<file path="src/rtl/alu_operand_sel_buf.sv">
// alu_operand_sel_buf
// Registered operand selector for the ALU B input. One of N_SRC sources or a
// built-in constant is chosen by sel and captured into a 2-entry elastic
// buffer with valid/ready handshakes on both sides. Illegal selects replay the
// last operand pushed with a legal select and raise a sticky error flag.
module alu_operand_sel_buf #(
    parameter int              WIDTH     = 32,
    parameter int              N_SRC     = 5,
    parameter int              SEL_W     = 3,
    parameter int              CONST_SRC = 1,
    parameter logic [WIDTH-1:0] CONST_VAL = WIDTH'(32'd4)
) (
    input  logic                   clk,
    input  logic                   reset,
    input  logic [N_SRC*WIDTH-1:0] src_flat,
    input  logic [SEL_W-1:0]       sel,
    input  logic                   in_valid,
    output logic                   in_ready,
    output logic [WIDTH-1:0]       out,
    output logic                   out_valid,
    input  logic                   out_ready,
    output logic                   sel_err,
    input  logic                   err_clr
);

    // Number of held entries; the head entry is the registered output itself.
    typedef enum logic [1:0] {
        ST_EMPTY = 2'd0,
        ST_ONE   = 2'd1,
        ST_TWO   = 2'd2
    } state_t;

    // One extra bit so N_SRC == 2**SEL_W is representable.
    localparam logic [SEL_W:0]   N_SRC_L   = (SEL_W+1)'(N_SRC);
    localparam logic [SEL_W-1:0] CONST_SEL = SEL_W'(CONST_SRC);

    state_t           state_r;
    state_t           state_nxt_s;
    logic [WIDTH-1:0] head_r;
    logic [WIDTH-1:0] head_nxt_s;
    logic [WIDTH-1:0] tail_r;
    logic [WIDTH-1:0] tail_nxt_s;
    logic [WIDTH-1:0] last_legal_r;
    logic [WIDTH-1:0] last_legal_nxt_s;
    logic             out_valid_r;
    logic             sel_err_r;
    logic             sel_err_nxt_s;

    logic             legal_s;
    logic [WIDTH-1:0] src_pick_s;
    logic [WIDTH-1:0] op_val_s;
    logic             in_ready_s;
    logic             push_s;
    logic             pop_s;

    assign legal_s    = ({1'b0, sel} < N_SRC_L);
    assign in_ready_s = (state_r != ST_TWO);
    assign push_s     = in_valid & in_ready_s;
    assign pop_s      = out_valid_r & out_ready;

    // Extract the addressed source slice; only meaningful for legal selects.
    always_comb begin
        src_pick_s = {WIDTH{1'b0}};
        for (int k = 0; k < N_SRC; k++) begin
            if (sel == SEL_W'(k)) begin
                src_pick_s = src_flat[k*WIDTH +: WIDTH];
            end else begin
                src_pick_s = src_pick_s;
            end
        end
    end

    // Resolve the operand: constant, legal source, or replay of the last legal operand.
    always_comb begin
        op_val_s = last_legal_r;
        if (sel == CONST_SEL) begin
            op_val_s = CONST_VAL;
        end else if (legal_s) begin
            op_val_s = src_pick_s;
        end else begin
            op_val_s = last_legal_r;
        end
    end

    // Buffer occupancy transitions and head/tail next values.
    always_comb begin
        state_nxt_s = state_r;
        head_nxt_s  = head_r;
        tail_nxt_s  = tail_r;
        case (state_r)
            ST_EMPTY: begin
                if (push_s) begin
                    state_nxt_s = ST_ONE;
                    head_nxt_s  = op_val_s;
                end else begin
                    state_nxt_s = ST_EMPTY;
                end
            end
            ST_ONE: begin
                if (push_s && pop_s) begin
                    state_nxt_s = ST_ONE;
                    head_nxt_s  = op_val_s;
                end else if (push_s) begin
                    state_nxt_s = ST_TWO;
                    tail_nxt_s  = op_val_s;
                end else if (pop_s) begin
                    // Head keeps its stale value; only out_valid drops.
                    state_nxt_s = ST_EMPTY;
                end else begin
                    state_nxt_s = ST_ONE;
                end
            end
            ST_TWO: begin
                if (pop_s) begin
                    state_nxt_s = ST_ONE;
                    head_nxt_s  = tail_r;
                end else begin
                    state_nxt_s = ST_TWO;
                end
            end
            default: begin
                state_nxt_s = ST_EMPTY;
            end
        endcase
    end

    // Sticky error and replay register change only on accepted pushes (clear aside).
    always_comb begin
        sel_err_nxt_s    = sel_err_r;
        last_legal_nxt_s = last_legal_r;
        if (push_s && !legal_s) begin
            sel_err_nxt_s = 1'b1;
        end else if (err_clr) begin
            sel_err_nxt_s = 1'b0;
        end else begin
            sel_err_nxt_s = sel_err_r;
        end
        if (push_s && legal_s) begin
            last_legal_nxt_s = op_val_s;
        end else begin
            last_legal_nxt_s = last_legal_r;
        end
    end

    // Occupancy state register.
    always_ff @(posedge clk or posedge reset) begin
        if (reset) begin
            state_r <= ST_EMPTY;
        end else begin
            state_r <= state_nxt_s;
        end
    end

    // Datapath and flag registers; reset discards any buffered operands.
    always_ff @(posedge clk or posedge reset) begin
        if (reset) begin
            head_r       <= {WIDTH{1'b0}};
            tail_r       <= {WIDTH{1'b0}};
            last_legal_r <= {WIDTH{1'b0}};
            out_valid_r  <= 1'b0;
            sel_err_r    <= 1'b0;
        end else begin
            head_r       <= head_nxt_s;
            tail_r       <= tail_nxt_s;
            last_legal_r <= last_legal_nxt_s;
            out_valid_r  <= (state_nxt_s != ST_EMPTY);
            sel_err_r    <= sel_err_nxt_s;
        end
    end

    assign in_ready  = in_ready_s;
    assign out       = head_r;
    assign out_valid = out_valid_r;
    assign sel_err   = sel_err_r;

endmodule
</file>
<file path="config.mk">
export PLATFORM = sky130hd
export DESIGN_NAME = alu_operand_sel_buf
export DESIGN_NICKNAME = d
export VERILOG_FILES = /design/src/rtl/alu_operand_sel_buf.sv
export SDC_FILE = /design/constraint.sdc
export NUM_CORES = 1
export LEC_CHECK = 0
export CELL_PAD_IN_SITES_DETAIL_PLACEMENT = 0
export CELL_PAD_IN_SITES_GLOBAL_PLACEMENT = 1
export CORE_MARGIN = 3
export CORE_UTILIZATION = 51
export CTS_CLUSTER_SIZE = 14
export DETAILED_ROUTE_END_ITERATION = 10
export DONT_BUFFER_PORTS = 1
export HOLD_SLACK_MARGIN = 0.15
export PLACE_DENSITY_LB_ADDON = 0.1
export SETUP_SLACK_MARGIN = 0.02
export SLEW_MARGIN = 20
export SYNTH_ARGS = -nofsm -noshare
export SYNTH_HDL_FRONTEND = slang
export SYNTH_SLANG_ARGS = --single-unit
export TNS_END_PERCENT = 50
</file>
<file path="constraint.sdc">
create_clock -name clk -period 5.4 [get_ports clk]
set_input_delay 1.08 -clock clk [delete_from_list [all_inputs] [get_ports clk]]
set_output_delay 1.08 -clock clk [all_outputs]
set_load 0.02 [all_outputs]
</file>
==> flow_metrics.tcl <==
set metrics [dict create \
    finalCritPeriodShare_pct 58.39 \
    grt_max_degree 70 \
    numClockSinks 100 \
    status "finished clean" \
    grt_pass1_vias 4057 \
    clk_pin_slew_ns 0.09 \
    synth_compound_area_share_pct 27.38 \
    r2r_start "state_r[1]$_DFF_PP0_" \
    hold_viol_final 0 \
    synth_xor_area_share_pct 0 \
    cp-end-kind "flip-flop" \
    synthMuxAreaShare_pct 6.490 \
    ys.flop_type "dfrtp_1" \
    gp_congestion 0.7576 \
    cp.required_ns 5.62 \
    netlist_area_sq_um 5475 \
    synth_area_leaders "dfrtp_1 46%, o221ai_1 9.1%, o21ai_0 7.3%, o211ai_2 6.4%, mux2i_1 5.7%" \
    crit_chain "nor2b_4 -> buf_4 -> inv_2 -> and2_1 -> ha_1 -> mux2i_1 -> o21ai_4 -> buf_4 -> o221ai_1" \
    fin_nets 705 \
    worst_path_most_repeated_cell "buf_4" \
    r2r_end "out[17]$_DFFE_PP0P_" \
    drt_wl_total_mm 13.36 \
    whs_endpoint "last_legal_r[14]$_DFFE_PP0P_" \
    p_leak_nw 2.390 \
    yosysMostFrequentCell "dfrtp_1" \
    cts_setup_buffers 0 \
    drc 0 \
    dpl.hpwl_mm 8.699 \
    syn_inst 570 \
    tns_ns 0 \
    routed_via_density 6.265 \
    clk-insertion-delay-late_ns 0.36 \
    yosys.area.top_type_share_pct 45.70 \
    die_w_um 109.6 \
    die_h_um 109.6 \
    cts_made_buffers 9 \
    powerDensity_nw_per_um2 471.0 \
    cts_hold_buf 0 \
    cpMaxStageDelayCell "o21ai_4" \
    synth_area_leader_cell "dfrtp_1" \
    ctsResizeCount 0 \
    worstSetupPathType "reg2reg" \
    whs_path_depth 2 \
    drive_above_1_share_pct 12.59 \
    synth_edf_count 0 \
    ys_seq_area_share_pct 45.70 \
    wl_per_cell_um 19.76 \
    ir_worst_vdd_mv 0.2354 \
    drt-pass1-iter-count 5 \
    start_kind "flip-flop" \
    track_usage_pct 22.55 \
    cp.arrival_ns 3.38 \
    async_reset_ff_share_pct 100.0 \
    drv_cap 0 \
    overflow 0 \
    yosys-top-cells-count "100 x dfrtp_1, 80 x o21ai_0, 67 x nand2_1" \
    fill_cells 963 \
    fin_worst_skew_ns 0.01245 \
    worst_pin_slew_ns 1.076 \
    io_pins 203 \
    post-route-min-period_ns 3.153 \
    ant_nets 0 \
    rrSetupSlack_ns 2.25 \
    design_area_sq_um 5625 \
    drt-initial-drc-count 226 \
    n_antenna_cell 0 \
    cts_htree_levels 3 \
    hp-start "last_legal_r[14]$_DFFE_PP0P_" \
    area_delta_synth_final_pct 2.742 \
    synthAdderAreaFrac_pct 0.4570 \
    ys_types 45 \
    rows 37 \
    slew_violations 0 \
    synthSimpleGateAreaFrac_pct 12.16 \
    yosysWarnings 0 \
    vias 4235 \
    cts_tree "built" \
    r2r_cells 9 \
    antenna_found_initial 0 \
    synth_nets 740 \
    grt_pass1_wl_mm 21.04 \
    rsz0062_at_grt "no" \
    maxSlewHeadroom_pct 28.02 \
    core-area_sq_um 10370 \
    cp_max_fo 34 \
    setup_viol 0 \
    start_util_pct 52.80 \
    synth-seq-cells 100 \
    dpl-instance-area_sq_um 5433 \
    clk_path_buf_depth 2 \
    postSynthAreaPerCell_sq_um 9.606 \
    fmax_mhz 317.2 \
    die_area_sq_um 12020 \
    portBuffers 0 \
    root_buffer "clkbuf_8" \
    synth_top_family_by_area "compound AO/OA/AOI/OAI gates" \
    max_stage_delay_ns 0.72 \
    min-delay-path-class "reg2reg" \
]
-- layer usage --
layer	track usage, %	vias up	part of all wire [%]
li1	-	2032	-
met1	30.44	2050	43
met2	36.31	143	49
met3	6.224	10	8.0
met4	5.165	0	0.82
met5	0	-	0
-- kinds of logic (layout without fill, tap and decap cells) --
logic type / count (synthesis) / in the layout
simple gates: 144 / 144
buf+inv: 90 / 60
compound gates: 199 / 199
fa+ha+maj: 2 / 2
flops: 100 / 100
mux: 35 / 35
-- worst max path at each step --
stage	startpoint	endpoint	slack [ns]	depth (start not counted)
floorplan	reset	last_legal_r[0]$_DFFE_PP0P_	1.70	1
global placement	sel[0]	last_legal_r[17]$_DFFE_PP0P_	1.92	5
detailed placement	sel[0]	last_legal_r[16]$_DFFE_PP0P_	1.93	5
CTS	state_r[1]$_DFF_PP0_	tail_r[29]$_DFFE_PP0P_	2.08	8
global route	state_r[1]$_DFF_PP0_	out[21]$_DFFE_PP0P_	1.96	10
finish	state_r[1]$_DFF_PP0_	out[17]$_DFFE_PP0P_	2.25	9
-- state kept, by name (all words and copies together), names as in the netlist --
signal        count
last_legal_r     32
state_r           2
tail_r           32
out_valid         1
sel_err           1
out              32
-- area by class of cell --
type	instances	area, sq um	share of cell area, %
clock buffer	10	137.6	2.447
clock inverter	6	38.79	0.6895
inverter	36	137.6	2.447
multi-input combinational	380	2575	45.77
sequential	100	2502	44.48
tap	136	170.2	3.025
timing repair buffer	8	63.81	1.134
-- power by group --
group          switching (W)  total (W)  internal, W
Combinational       0.000476   0.000779     0.000303
Sequential          0.000358    0.00143      0.00107
Clock               0.000265   0.000445     0.000180
-- critical path, delay by kind of cell (launching register included) --
| kind | cells | cell delay [ns] |
|---|---|---|
| multiplexers | 1 | 0.13 |
| buffers and inverters | 3 | 0.97 |
| AO/OA/AOI/OAI | 2 | 0.89 |
| AND/OR/NAND/NOR | 2 | 0.37 |
| flip-flops | 1 | 0.47 |
| adder cells (fa/ha/maj) | 1 | 0.16 |
-- cells in the final DEF, fill, tap and decap left out, drive strengths merged, types with 3 or more instances in the layout --
cell    count
o211ai     29
mux2        4
nand2      67
inv        37
buf         8
o221ai     58
dfrtp     100
clkinv      3
o21ai      95
nand3      59
mux2i      31
a211oi      3
nor2        6
clkbuf     10
-- stage by stage --
step	std cells	setup slack [ns]	hold slack, ns	total power (W)	util [%]
final	676	2.247	0.4904	0.002650	54.25
after global routing	676	1.960	0.5104	0.002856	54.25
after CTS	675	2.085	0.4926	0.002675	54.09
after detailed placement	659	1.935	0.4708	0.002231	52.39
after global placement	659	1.918	0.4613	0.002186	52.39
after floorplan	570	1.701	0.4484	0.002030	-
No activity file was read; power rests on OpenSTA's default activity.
